## config.mk

```make
export PLATFORM = sky130hd
export DESIGN_NAME = clb_cfg_loader
export DESIGN_NICKNAME = d
export VERILOG_FILES = /design/src/rtl/clb_cfg_loader.sv
export SDC_FILE = /design/constraint.sdc
export NUM_CORES = 1
export LEC_CHECK = 0
export CAP_MARGIN = 20
export CORE_MARGIN = 2
export CORE_UTILIZATION = 40
export CTS_CLUSTER_DIAMETER = 50
export DETAILED_ROUTE_END_ITERATION = 6
export GPL_TIMING_DRIVEN = 1
export REMOVE_ABC_BUFFERS = 1
export SYNTH_ARGS = -nofsm -noshare
export SYNTH_HDL_FRONTEND = slang
export SYNTH_SLANG_ARGS = --single-unit
```

## constraint.sdc

```tcl
create_clock -name K -period 2.9 [get_ports K]
set_input_delay 0.87 -clock K [delete_from_list [all_inputs] [get_ports K]]
set_output_delay 0.87 -clock K [all_outputs]
set_load 0.01 [all_outputs]
```

## src/rtl/clb_cfg_loader.sv

```systemverilog
// -----------------------------------------------------------------------------
// clb_cfg_loader
//
// Serial configuration loader for a column of NUM_CLB logic blocks.
//
// Wire format, MSB first:
//     PREAMBLE (8 bits)
//     length   (8 bits, must equal NUM_CLB)
//     NUM_CLB frames, each 37 config bits followed by 1 parity bit.
//     The 38 bits of every frame must contain an odd number of ones.
//
// Each good frame is written into a shadow image. Frame 0 goes to CLB 0.
// After the last frame passes its parity check, the whole shadow is copied
// to CFG in one cycle, so the CLBs never see a half-loaded image.
//
// Config word layout, bit 36 down to 0:
//     [36:27] mux2..mux6 selects (2 bits each)
//     [26:11] 16-bit LUT memory
//     [10:9]  comboption
//     [8:3]   o2m1_0, o2m2_0, o2m3_0, o2m1_1, o2m2_1, o2m3_1
//     [2:1]   DQmux1, DQmux2
//     [0]     floporlatch
//
// Ports:
//     K      in   clock, rising edge
//     RST    in   synchronous reset, active-high
//     DIN    in   serial bitstream data, MSB first
//     DVAL   in   DIN is valid; the bit is consumed on an edge where DVAL=1
//     CFG    out  committed config; CLB i at [i*CFG_W +: CFG_W]
//     CFG_WE out  one-cycle pulse in the cycle CFG takes a new image
//     BUSY   out  a load is in progress (LEN, DATA or COMMIT)
//     DONE   out  the last load committed successfully
//     ERR    out  sticky error (bad length or bad parity); cleared by RST only
// -----------------------------------------------------------------------------
module clb_cfg_loader #(
    parameter int                NUM_CLB   = 4,
    parameter int                CFG_W     = 37,
    parameter logic [7:0]        PREAMBLE  = 8'hF2,
    parameter logic [CFG_W-1:0]  DEF_FRAME = 37'h15_0008_B038
) (
    input  logic                       K,
    input  logic                       RST,
    input  logic                       DIN,
    input  logic                       DVAL,
    output logic [NUM_CLB*CFG_W-1:0]   CFG,
    output logic                       CFG_WE,
    output logic                       BUSY,
    output logic                       DONE,
    output logic                       ERR
);

    typedef enum logic [2:0] {
        S_IDLE   = 3'd0,
        S_LEN    = 3'd1,
        S_DATA   = 3'd2,
        S_COMMIT = 3'd3,
        S_DONE   = 3'd4,
        S_ERR    = 3'd5
    } state_t;

    // Wire frame length: payload plus one parity bit.
    localparam logic [5:0] LAST_BIT = 6'(CFG_W);
    localparam logic [7:0] LEN_VAL  = 8'(NUM_CLB);
    localparam logic [7:0] LAST_IDX = 8'(NUM_CLB - 1);

    state_t             state_q;
    // Only the 7 oldest bits are stored; the 8th is DIN itself, so a match
    // is seen on the very edge that accepts the last preamble bit.
    logic [6:0]         pre_q;
    logic [6:0]         len_q;
    logic [5:0]         bit_cnt_q;
    logic [7:0]         idx_q;
    // Payload bits of the frame in flight; the parity bit is never stored.
    logic [CFG_W-1:0]   frame_q;
    logic               cfg_we_q;
    logic               busy_q;
    logic               done_q;
    logic               err_q;

    logic               parity_ok;
    logic               frame_end;
    logic               shadow_we;
    logic               commit;

    // Decodes feeding the per-CLB registers below.
    always_comb begin
        parity_ok = 1'b0;
        frame_end = 1'b0;
        shadow_we = 1'b0;
        commit    = 1'b0;
        parity_ok = ^{frame_q, DIN};
        frame_end = (state_q == S_DATA) && DVAL && (bit_cnt_q == LAST_BIT);
        shadow_we = frame_end && parity_ok;
        commit    = (state_q == S_COMMIT);
    end

    // -------------------------------------------------------------------------
    // Control FSM with registered status outputs.
    // -------------------------------------------------------------------------
    always_ff @(posedge K) begin
        if (RST) begin
            state_q   <= S_IDLE;
            pre_q     <= '0;
            len_q     <= '0;
            bit_cnt_q <= '0;
            idx_q     <= '0;
            frame_q   <= '0;
            cfg_we_q  <= 1'b0;
            busy_q    <= 1'b0;
            done_q    <= 1'b0;
            err_q     <= 1'b0;
        end else begin
            cfg_we_q <= 1'b0;
            case (state_q)
                // IDLE and DONE both hunt for the preamble; DONE keeps the
                // flag up until a new load actually starts.
                S_IDLE, S_DONE: begin
                    if (DVAL) begin
                        pre_q <= {pre_q[5:0], DIN};
                        if ({pre_q, DIN} == PREAMBLE) begin
                            state_q   <= S_LEN;
                            pre_q     <= '0;
                            bit_cnt_q <= '0;
                            busy_q    <= 1'b1;
                            done_q    <= 1'b0;
                        end
                    end
                end

                S_LEN: begin
                    if (DVAL) begin
                        len_q <= {len_q[5:0], DIN};
                        if (bit_cnt_q == 6'd7) begin
                            bit_cnt_q <= '0;
                            idx_q     <= '0;
                            if ({len_q, DIN} == LEN_VAL) begin
                                state_q <= S_DATA;
                            end else begin
                                state_q <= S_ERR;
                                busy_q  <= 1'b0;
                                err_q   <= 1'b1;
                            end
                        end else begin
                            bit_cnt_q <= bit_cnt_q + 6'd1;
                        end
                    end
                end

                S_DATA: begin
                    if (DVAL) begin
                        frame_q <= {frame_q[CFG_W-2:0], DIN};
                        if (bit_cnt_q == LAST_BIT) begin
                            bit_cnt_q <= '0;
                            if (!parity_ok) begin
                                state_q <= S_ERR;
                                busy_q  <= 1'b0;
                                err_q   <= 1'b1;
                            end else if (idx_q == LAST_IDX) begin
                                state_q <= S_COMMIT;
                            end else begin
                                idx_q <= idx_q + 8'd1;
                            end
                        end else begin
                            bit_cnt_q <= bit_cnt_q + 6'd1;
                        end
                    end
                end

                // One cycle regardless of DVAL; the shadow copy happens in
                // the per-CLB registers on this same edge.
                S_COMMIT: begin
                    state_q  <= S_DONE;
                    cfg_we_q <= 1'b1;
                    busy_q   <= 1'b0;
                    done_q   <= 1'b1;
                    pre_q    <= '0;
                end

                // Absorbing until reset.
                default: begin
                    state_q <= S_ERR;
                end
            endcase
        end
    end

    // -------------------------------------------------------------------------
    // Per-CLB shadow and committed config registers.
    // -------------------------------------------------------------------------
    genvar gi;
    generate
        for (gi = 0; gi < NUM_CLB; gi++) begin : g_clb
            logic [CFG_W-1:0] shadow_q;
            logic [CFG_W-1:0] cfg_q;

            always_ff @(posedge K) begin
                if (RST) begin
                    shadow_q <= '0;
                    cfg_q    <= DEF_FRAME;
                end else begin
                    if (shadow_we && (idx_q == 8'(gi))) begin
                        shadow_q <= frame_q;
                    end
                    if (commit) begin
                        cfg_q <= shadow_q;
                    end
                end
            end

            assign CFG[gi*CFG_W +: CFG_W] = cfg_q;
        end
    endgenerate

    assign CFG_WE = cfg_we_q;
    assign BUSY   = busy_q;
    assign DONE   = done_q;
    assign ERR    = err_q;

endmodule

```

==> report_table.html, run 1 <==
<table>
<tr><th>Metric</th><th>Value</th></tr>
<tr><th colspan="2">Routing</th></tr>
<tr><td>Routed wire length</td><td>35.5 mm</td></tr>
<tr><td>Avg Vias per Cell</td><td>4.98</td></tr>
<tr><td>Count of TritonRoute iterations in the first routing pass</td><td>5</td></tr>
<tr><td>Number of design-rule violations left by the first detailed-router iteration</td><td>737</td></tr>
<tr><td>Post-route antenna net violation count</td><td>0</td></tr>
<tr><td>Number of vias in the routed layout</td><td>11500</td></tr>
<tr><td>Routed wirelength normalized by instance count</td><td>15.4 um</td></tr>
<tr><td>DRC violation count after routing</td><td>0</td></tr>
<tr><th colspan="2">GRT</th></tr>
<tr><td>GRT overflow</td><td>0</td></tr>
<tr><td>Global-route wire length before repair</td><td>57.1 mm</td></tr>
<tr><td>Tot GR Track Use</td><td>19.2%</td></tr>
<tr><td>Antenna violations before repair</td><td>0</td></tr>
<tr><td>Via count of the first global-routing pass</td><td>11000</td></tr>
<tr><td>Largest net degree at the start of global routing</td><td>86</td></tr>
<tr><th colspan="2">Floorplanning</th></tr>
<tr><td>Die width</td><td>189 um</td></tr>
<tr><td>Number of primary I/O pins</td><td>156</td></tr>
<tr><td>Area of the core</td><td>33700 um2</td></tr>
<tr><td>Initial core utilization</td><td>40.8%</td></tr>
<tr><td>Vert. Die Dim</td><td>189 um</td></tr>
<tr><td>Area enclosed by the die boundary</td><td>35900 um2</td></tr>
<tr><td>Floorplan row count</td><td>67</td></tr>
<tr><th colspan="2">Setup path</th></tr>
<tr><td>Critical path start-end classification</td><td>in -&gt; reg</td></tr>
<tr><td>Most repeated library cell on the critical path</td><td>sky130_fd_sc_hd__xnor2_1</td></tr>
<tr><td>Endpoint of the worst register-to-register path</td><td>g_clb[2].shadow_q[19]</td></tr>
<tr><td>Worst reg-to-reg path cell count</td><td>10</td></tr>
<tr><td>Launch point of the worst reg-to-reg path</td><td>frame_q[4]</td></tr>
<tr><td>Reg2Reg Setup Slack</td><td>0.22 ns</td></tr>
<tr><td>Delay of the slowest cell on the worst path</td><td>0.56 ns</td></tr>
<tr><td>Crit-path max FO</td><td>18</td></tr>
<tr><td>Crit-path cells</td><td>clkdlybuf4s50_1 -&gt; xnor2_1 -&gt; xnor2_1 -&gt; xnor2_1 -&gt; xnor3_1 -&gt; xnor2_2 -&gt; buf_4 -&gt; and4_2 -&gt; buf_12 -&gt; nand2_1 -&gt; a21oi_1</td></tr>
<tr><td>Arrival time of data at the critical path endpoint</td><td>3.27 ns</td></tr>
<tr><td>Capturing element type of the critical path</td><td>register</td></tr>
<tr><td>Data required time of the critical path</td><td>3.35 ns</td></tr>
<tr><td>Critical-path top delay cell</td><td>sky130_fd_sc_hd__clkdlybuf4s50_1</td></tr>
<tr><td>Startpoint types</td><td>primary input</td></tr>
<tr><th colspan="2">Pwr</th></tr>
<tr><td>Leakage</td><td>5.91 nW</td></tr>
<tr><td>Switch share</td><td>21.0%</td></tr>
<tr><td>NetSw</td><td>2.15 mW</td></tr>
<tr><td>Power density over the cells</td><td>596 nW/um2</td></tr>
<tr><td>Total power of the final layout</td><td>10.3 mW</td></tr>
<tr><td>Peak supply drop</td><td>0.368 mV</td></tr>
<tr><td>Internal Pwr Total</td><td>8.10 mW</td></tr>
<tr><td>Clock Power Share</td><td>49.4%</td></tr>
<tr><td>Logic gate share of total power</td><td>1.3%</td></tr>
<tr><td>Sequential share of power</td><td>49.3%</td></tr>
<tr><th colspan="2">STA</th></tr>
<tr><td>Fmax achieved</td><td>0.354 GHz</td></tr>
<tr><td>Clock skew after layout</td><td>0.0192 ns</td></tr>
<tr><td>Final Hold Fails</td><td>0</td></tr>
<tr><td>Worst Max-Slew Pin Slew</td><td>0.698 ns</td></tr>
<tr><td>Max-slew headroom at the worst pin</td><td>53.5%</td></tr>
<tr><td>Post-layout min period</td><td>2.83 ns</td></tr>
<tr><td>Final worst path period share</td><td>97.4%</td></tr>
<tr><td>Worst setup slack after layout</td><td>0.0741 ns</td></tr>
<tr><td>RSZ-0062 raised after global routing</td><td>true</td></tr>
<tr><td>Slew Limit Fails</td><td>0</td></tr>
<tr><td>Setup-violating endpoint count in the final report</td><td>0</td></tr>
<tr><td>Fin Setup TNS</td><td>0 ns</td></tr>
<tr><th colspan="2">CTS</th></tr>
<tr><td>Source-to-sink clock delay at the later pin of the worst-skew pair</td><td>0.53 ns</td></tr>
<tr><td>Hold buffer count at CTS</td><td>0</td></tr>
<tr><td>Buffer levels on the longest clock path</td><td>3</td></tr>
<tr><td>CTS root buf</td><td>sky130_fd_sc_hd__clkbuf_16</td></tr>
<tr><td>Clock transition at path regs</td><td>0.06 ns</td></tr>
<tr><td>H-tree depth reported by CTS</td><td>2</td></tr>
<tr><td>Post-CTS Repair Setup Buffers</td><td>0</td></tr>
<tr><td>CTS tree</td><td>yes</td></tr>
<tr><td>CTS sink count</td><td>368</td></tr>
<tr><td>Number of buffers created by CTS</td><td>41</td></tr>
<tr><th colspan="2">Synth</th></tr>
<tr><td>Biggest area contributors in the synthesized netlist</td><td>sky130_fd_sc_hd__dfxtp_1 54%, sky130_fd_sc_hd__nand2_1 19%, sky130_fd_sc_hd__a21oi_1 11%, sky130_fd_sc_hd__clkbuf_1 2.4%, sky130_fd_sc_hd__nand3b_1 2.3%</td></tr>
<tr><td>Count of state elements after synthesis</td><td>368</td></tr>
<tr><td>Most used standard cells in the synthesized netlist</td><td>679 x sky130_fd_sc_hd__nand2_1, 368 x sky130_fd_sc_hd__dfxtp_1, 308 x sky130_fd_sc_hd__a21oi_1</td></tr>
<tr><td>Synth area leader</td><td>sky130_fd_sc_hd__dfxtp_1</td></tr>
<tr><td>Area share of the largest cell type after synthesis</td><td>53.6%</td></tr>
<tr><td>Number of enable flip-flop cells after synthesis</td><td>0</td></tr>
<tr><td>Post-synth cell types</td><td>52</td></tr>
<tr><td>Ys Warns</td><td>0</td></tr>
<tr><td>Sequential fraction of the synthesis area</td><td>53.6%</td></tr>
<tr><td>Avg Inst Size Synth</td><td>7.98 um2</td></tr>
<tr><td>Post-Synthesis Cell Area</td><td>13800 um2</td></tr>
<tr><td>Flip-flop cell with the highest count after synthesis</td><td>sky130_fd_sc_hd__dfxtp_1</td></tr>
<tr><td>Count of mapped cells out of synthesis</td><td>1724</td></tr>
<tr><td>Post-synthesis async set-or-reset flop share</td><td>0%</td></tr>
<tr><td>Most repeated cell in the gate-level netlist after synthesis</td><td>sky130_fd_sc_hd__nand2_1</td></tr>
<tr><th colspan="2">Worst hold path</th></tr>
<tr><td>Type of the tightest min-delay check</td><td>reg -&gt; reg</td></tr>
<tr><td>Worst Hold End</td><td>g_clb[3].shadow_q[30]</td></tr>
<tr><td>Worst Hold Launch</td><td>g_clb[3].shadow_q[30]</td></tr>
<tr><td>Cell depth of the worst min-delay path</td><td>2</td></tr>
<tr><th colspan="2">Layout</th></tr>
<tr><td>Multi-input gate area</td><td>5690 um2</td></tr>
<tr><td>Layout fillers</td><td>3266</td></tr>
<tr><td>Flip-flop and latch area</td><td>7370 um2</td></tr>
<tr><td>Number of nets in the final layout</td><td>1842</td></tr>
<tr><td>Cell Count, Final, Fillers Out</td><td>2310</td></tr>
<tr><td>Synthesis-to-finish area growth</td><td>25.2%</td></tr>
<tr><td>Fraction of layout instances using a drive strength above 1</td><td>7.84%</td></tr>
<tr><td>Final standard cell area without fillers</td><td>17200 um2</td></tr>
<tr><td>Inserted Diodes</td><td>0</td></tr>
<tr><th colspan="2">Flow run</th></tr>
<tr><td>Max Cap Viol</td><td>0</td></tr>
<tr><th colspan="2">Placed design</th></tr>
<tr><td>DP Cell Count</td><td>2236</td></tr>
<tr><td>Count of input and output buffers</td><td>155</td></tr>
<tr><td>Post-detailed-placement cell area</td><td>15900 um2</td></tr>
<tr><td>Worst-case setup slack after placement</td><td>-0.450 ns</td></tr>
<tr><td>Weighted congestion at the end of routability-driven global placement</td><td>0.800</td></tr>
<tr><td>Post-detailed-placement half-perimeter wirelength</td><td>22.3 mm</td></tr>
<tr><th colspan="2">Status</th></tr>
<tr><td>Outcome</td><td>completed</td></tr>
</table>
==> metrics by stage <==
| stage | hold slack, ns | utilization [%] |
|---|---|---|
| detailed placement | 0.443 | 47.0 |
| floorplan | 0.426 | - |
| finish | 0.449 | 51.1 |
| CTS | 0.451 | 51.0 |
| global route | 0.468 | 51.1 |
| global placement | 0.439 | 47.0 |
==> per-layer routing <==
metal / global-route usage [%] / part of all wire [%]
met5: 0 / 0
met4: 4.74 / 1.8
met3: 2.91 / 4.6
met2: 31.6 / 46
met1: 26.5 / 47
==> area by class of cell <==
cell class                      count  area share [%]
Sequential cell                   368            42.8
Clock inverter                     14           0.894
Multi-Input combinational cell   1198            33.0
Timing Repair Buffer              218            13.1
Tap cell                          448            3.26
Clock buffer                       59            6.83
Inverter                            5           0.109
==> worst max-delay path: cells and delay by family <==
family / cells / cell delay (ns)
xor+xnor: 5 / 0.91
simple gates: 2 / 0.36
compound gates: 1 / 0.18
buf+inv: 3 / 0.93
==> what timing repair did <==
action                                 in CTS  in global routing
setup endpoints to repair                   0                 25
resized for setup                           0                  1
endpoints found under the hold margin       0                  0
==> cells in the final DEF, fill, tap and decap left out, types with 6 or more instances in the layout <==
master / instances
sky130_fd_sc_hd__buf_4: 46
sky130_fd_sc_hd__nand3b_1: 42
sky130_fd_sc_hd__clkbuf_1: 11
sky130_fd_sc_hd__xnor2_1: 30
sky130_fd_sc_hd__mux2i_1: 7
sky130_fd_sc_hd__a22oi_1: 7
sky130_fd_sc_hd__dfxtp_1: 368
sky130_fd_sc_hd__buf_12: 16
sky130_fd_sc_hd__clkbuf_16: 43
sky130_fd_sc_hd__ha_1: 6
sky130_fd_sc_hd__a21oi_1: 308
sky130_fd_sc_hd__clkdlybuf4s50_1: 154
sky130_fd_sc_hd__nor2_1: 32
sky130_fd_sc_hd__clkbuf_8: 6
sky130_fd_sc_hd__o21ai_0: 7
sky130_fd_sc_hd__nand4_1: 8
sky130_fd_sc_hd__nand2_1: 678
==> how the worst max path moves through the flow <==
| stage | start | end | slack [ns] | cells past startpoint |
|---|---|---|---|---|
| 2_1_floorplan | state_q[0] | pre_q[0] | -0.96 | 4 |
| 3_3_place_gp | DIN | g_clb[1].shadow_q[17] | -0.40 | 11 |
| 3_5_place_dp | DIN | g_clb[1].shadow_q[1] | -0.45 | 11 |
| 4_1_cts | DIN | g_clb[2].shadow_q[19] | 0.09 | 11 |
| 5_1_grt | DIN | g_clb[0].shadow_q[24] | -0.04 | 11 |
| 6_report | DIN | g_clb[2].shadow_q[19] | 0.07 | 11 |
==> flip-flops by register name (all words and copies together), names as in the netlist, 3 cells and up <==
register / cells
bit_cnt_q: 6
len_q: 7
state_q: 3
g_clb.cfg_q: 148
idx_q: 8
g_clb.shadow_q: 148
pre_q: 7
frame_q: 37
==> power by group through the flow <==
stage	combinational [mW]	sequential, mW	clock [mW]
2_1_floorplan	0.0250	5.17	0
3_3_place_gp	0.133	5.17	0
3_5_place_dp	0.133	5.17	0
4_1_cts	0.133	5.06	5.18
5_1_grt	0.143	5.05	5.40
6_report	0.133	5.06	5.07
==> kinds of logic (layout without fill, tap and decap cells) <==
family,Yosys count,count (layout),synth area share [%]
AOI/OAI and AO/OA,335,335,12.6
xor gates and xnor gates,40,40,2.87
adders and majority gates,6,6,0.546
buffers and inverters,158,296,5.16
DFF,368,368,53.6
muxes,7,7,0.510
and+or+nand+nor,810,810,24.7
Power figures use the tool's default switching activity.
==> run 2: changes to the inputs <==
- REMOVE_ABC_BUFFERS: 1 -> default
==> report_table.html, run 2 (synthesized netlist as in run 1, its figures left out) <==
<table>
<tr><th>Metric</th><th>Value</th></tr>
<tr><th colspan="2">Layout</th></tr>
<tr><td>Commonest non-fill, non-tap cells in the layout</td><td>679 x sky130_fd_sc_hd__nand2_1, 368 x sky130_fd_sc_hd__dfxtp_1, 308 x sky130_fd_sc_hd__a21oi_1</td></tr>
<tr><td>Fraction of the core area covered by cells at the end of the flow</td><td>51.4%</td></tr>
<tr><td>Leading cell type in the layout, fill and taps excluded</td><td>sky130_fd_sc_hd__nand2_1</td></tr>
<tr><td>Final standard cell area without fillers</td><td>17300 um2</td></tr>
<tr><td>Inserted Diodes</td><td>0</td></tr>
<tr><td>Largest registers</td><td>g_clb.cfg_q (148), g_clb.shadow_q (148), frame_q (37)</td></tr>
<tr><td>Fraction of layout instances using a drive strength above 1</td><td>8.23%</td></tr>
<tr><td>Number of nets in the final layout</td><td>1851</td></tr>
<tr><td>Synthesis-to-finish area growth</td><td>25.9%</td></tr>
<tr><td>Layout fillers</td><td>3270</td></tr>
<tr><th colspan="2">GRT</th></tr>
<tr><td>GRT overflow</td><td>0</td></tr>
<tr><td>Tot GR Track Use</td><td>20.2%</td></tr>
<tr><td>Largest net degree at the start of global routing</td><td>91</td></tr>
<tr><td>Global-route wire length before repair</td><td>58.5 mm</td></tr>
<tr><td>Via count of the first global-routing pass</td><td>11000</td></tr>
<tr><td>Antenna violations before repair</td><td>0</td></tr>
<tr><th colspan="2">Pwr</th></tr>
<tr><td>Sequential share of power</td><td>49.4%</td></tr>
<tr><td>Power density over the cells</td><td>592 nW/um2</td></tr>
<tr><td>Logic gate share of total power</td><td>1.3%</td></tr>
<tr><td>NetSw</td><td>2.16 mW</td></tr>
<tr><td>Peak supply drop</td><td>0.321 mV</td></tr>
<tr><td>Internal Pwr Total</td><td>8.09 mW</td></tr>
<tr><td>Switch share</td><td>21.1%</td></tr>
<tr><td>Total power of the final layout</td><td>10.2 mW</td></tr>
<tr><td>Leakage</td><td>5.99 nW</td></tr>
<tr><td>Clock Power Share</td><td>49.4%</td></tr>
<tr><th colspan="2">Setup path</th></tr>
<tr><td>Launch point of the worst reg-to-reg path</td><td>frame_q[4]</td></tr>
<tr><td>Worst reg-to-reg path cell count</td><td>10</td></tr>
<tr><td>Capturing element type of the critical path</td><td>register</td></tr>
<tr><td>Most repeated library cell on the critical path</td><td>sky130_fd_sc_hd__xnor2_1</td></tr>
<tr><td>Crit-path cells</td><td>xor2_2 -&gt; xnor2_1 -&gt; xnor2_1 -&gt; xnor3_1 -&gt; xnor2_2 -&gt; buf_4 -&gt; and4_4 -&gt; clkbuf_16 -&gt; nand2_1 -&gt; a21oi_1</td></tr>
<tr><td>Reg2Reg Setup Slack</td><td>0.28 ns</td></tr>
<tr><td>Arrival time of data at the critical path endpoint</td><td>3.08 ns</td></tr>
<tr><td>Delay of the slowest cell on the worst path</td><td>0.48 ns</td></tr>
<tr><td>Crit-path max FO</td><td>18</td></tr>
<tr><td>Setup crit end</td><td>g_clb[2].shadow_q[14]</td></tr>
<tr><td>Startpoint types</td><td>register</td></tr>
<tr><td>Critical path start-end classification</td><td>reg -&gt; reg</td></tr>
<tr><td>Endpoint of the worst register-to-register path</td><td>g_clb[2].shadow_q[14]</td></tr>
<tr><td>Data required time of the critical path</td><td>3.36 ns</td></tr>
<tr><td>Crit path from</td><td>frame_q[4]</td></tr>
<tr><td>Critical-path top delay cell</td><td>sky130_fd_sc_hd__xnor3_1</td></tr>
<tr><th colspan="2">CTS</th></tr>
<tr><td>Number of buffers created by CTS</td><td>40</td></tr>
<tr><td>Buffer levels on the longest clock path</td><td>3</td></tr>
<tr><td>Clock transition at path regs</td><td>0.06 ns</td></tr>
<tr><td>Source-to-sink clock delay at the later pin of the worst-skew pair</td><td>0.54 ns</td></tr>
<tr><td>CTS sink count</td><td>368</td></tr>
<tr><td>H-tree depth reported by CTS</td><td>2</td></tr>
<tr><td>CTS root buf</td><td>sky130_fd_sc_hd__clkbuf_16</td></tr>
<tr><td>Hold buffer count at CTS</td><td>0</td></tr>
<tr><td>CTS tree</td><td>yes</td></tr>
<tr><th colspan="2">Floorplanning</th></tr>
<tr><td>Initial core utilization</td><td>40.8%</td></tr>
<tr><td>Area of the core</td><td>33700 um2</td></tr>
<tr><td>Vert. Die Dim</td><td>189 um</td></tr>
<tr><td>Floorplan row count</td><td>67</td></tr>
<tr><td>Die width</td><td>189 um</td></tr>
<tr><td>Area enclosed by the die boundary</td><td>35900 um2</td></tr>
<tr><td>Number of primary I/O pins</td><td>156</td></tr>
<tr><th colspan="2">STA</th></tr>
<tr><td>Worst Max-Slew Pin Slew</td><td>0.763 ns</td></tr>
<tr><td>Setup-violating endpoint count in the final report</td><td>0</td></tr>
<tr><td>Final Hold Fails</td><td>0</td></tr>
<tr><td>Slew Limit Fails</td><td>0</td></tr>
<tr><td>Max-slew headroom at the worst pin</td><td>49.1%</td></tr>
<tr><td>RSZ-0062 raised after global routing</td><td>false</td></tr>
<tr><td>Final worst path period share</td><td>90.5%</td></tr>
<tr><td>Clock skew after layout</td><td>0.0223 ns</td></tr>
<tr><td>Post-layout min period</td><td>2.62 ns</td></tr>
<tr><td>Fmax achieved</td><td>0.381 GHz</td></tr>
<tr><th colspan="2">Status</th></tr>
<tr><td>Outcome</td><td>completed</td></tr>
<tr><th colspan="2">Routing</th></tr>
<tr><td>DRC violation count after routing</td><td>0</td></tr>
<tr><td>Routed wirelength normalized by instance count</td><td>16.2 um</td></tr>
<tr><td>Count of TritonRoute iterations in the first routing pass</td><td>4</td></tr>
<tr><td>Number of design-rule violations left by the first detailed-router iteration</td><td>730</td></tr>
<tr><td>Post-route antenna net violation count</td><td>0</td></tr>
<tr><td>Avg Vias per Cell</td><td>4.98</td></tr>
<tr><td>Routed wire length</td><td>37.5 mm</td></tr>
<tr><td>Number of vias in the routed layout</td><td>11500</td></tr>
<tr><th colspan="2">Worst hold path</th></tr>
<tr><td>Worst Hold Launch</td><td>g_clb[0].shadow_q[1]</td></tr>
<tr><td>Type of the tightest min-delay check</td><td>reg -&gt; reg</td></tr>
<tr><td>Cell depth of the worst min-delay path</td><td>2</td></tr>
<tr><th colspan="2">Placed design</th></tr>
<tr><td>Post-detailed-placement cell area</td><td>15900 um2</td></tr>
<tr><td>Count of input and output buffers</td><td>155</td></tr>
<tr><td>Post-detailed-placement half-perimeter wirelength</td><td>23.0 mm</td></tr>
<tr><td>Weighted congestion at the end of routability-driven global placement</td><td>0.809</td></tr>
<tr><th colspan="2">Flow run</th></tr>
<tr><td>Max Cap Viol</td><td>0</td></tr>
<tr><th colspan="2">Synth</th></tr>
<tr><td>Net Count, Synth</td><td>1734</td></tr>
</table>
run 2: metal layers:
metal	vias up	GRT usage, %	part of all wire (%)
met5	-	0	0
met4	0	5.64	2.2
met3	55	3.15	4.7
met2	247	31.9	44
met1	5434	28.6	49
li1	5807	-	-
run 2: area by class of cell:
type | instances | area (um2) | share of cell area (%)
clock inverters | 11 | 114 | 0.658
multi-input cells | 1198 | 5690 | 32.9
flip-flops and latches | 368 | 7370 | 42.6
clock buffers | 61 | 1210 | 7.00
inverters | 5 | 18.8 | 0.108
well taps | 448 | 561 | 3.24
repair buffers | 228 | 2350 | 13.6
run 2: how the worst min path moves through the flow:
stage | end
final | g_clb[0].cfg_q[1]
after global routing | g_clb[3].shadow_q[27]
after CTS | g_clb[0].cfg_q[1]
after detailed placement | g_clb[1].shadow_q[13]
after global placement | g_clb[3].shadow_q[36]
after floorplan | g_clb[0].shadow_q[31]
run 2: worst max-delay path, delay by kind of cell, from the launching register on:
| family | cells | cell delay, ns |
|---|---|---|
| xor+xnor | 5 | 1.32 |
| simple gates | 2 | 0.36 |
| buf+inv | 2 | 0.39 |
| compound gates | 1 | 0.13 |
| flops | 1 | 0.33 |
run 2: through the flow:
stage,hold WS [ns],worst slack (ns),std cells,setup TNS (ns)
after detailed placement,0.444,-0.492,2243,-70.04
final,0.448,0.277,2319,0
after global routing,0.465,0.154,2319,0
after CTS,0.453,0.0676,2315,0
after global placement,0.438,-0.430,2243,-62.51
after floorplan,0.432,0.296,1724,0
run 2: timing repair:
action | 4_1_cts | 5_1_grt
gates resized for setup | 0 | 8
setup endpoints to repair | 0 | 150
setup buffers | 0 | 1
run 2: power by group through the flow:
stage          clock [mW]  sequential, mW  combinational, mW
2_1_floorplan           0            5.17             0.0906
3_3_place_gp            0            5.17              0.130
3_5_place_dp            0            5.17              0.131
4_1_cts              5.16            5.06              0.132
5_1_grt              5.36            5.05              0.143
6_report             5.06            5.06              0.133
==> run 3: changes to the inputs <==
--- a/config.mk
+++ b/config.mk
@@ -7,3 +7,2 @@
 export LEC_CHECK = 0
-export CAP_MARGIN = 20
 export CORE_MARGIN = 2
--- a/constraint.sdc
+++ b/constraint.sdc
@@ -3,2 +3,2 @@
 set_output_delay 0.87 -clock K [all_outputs]
-set_load 0.01 [all_outputs]
+set_load 0.02 [all_outputs]
==> results of run 3 <==
The final DEF is identical to that of run 2; final timing and power are the same.
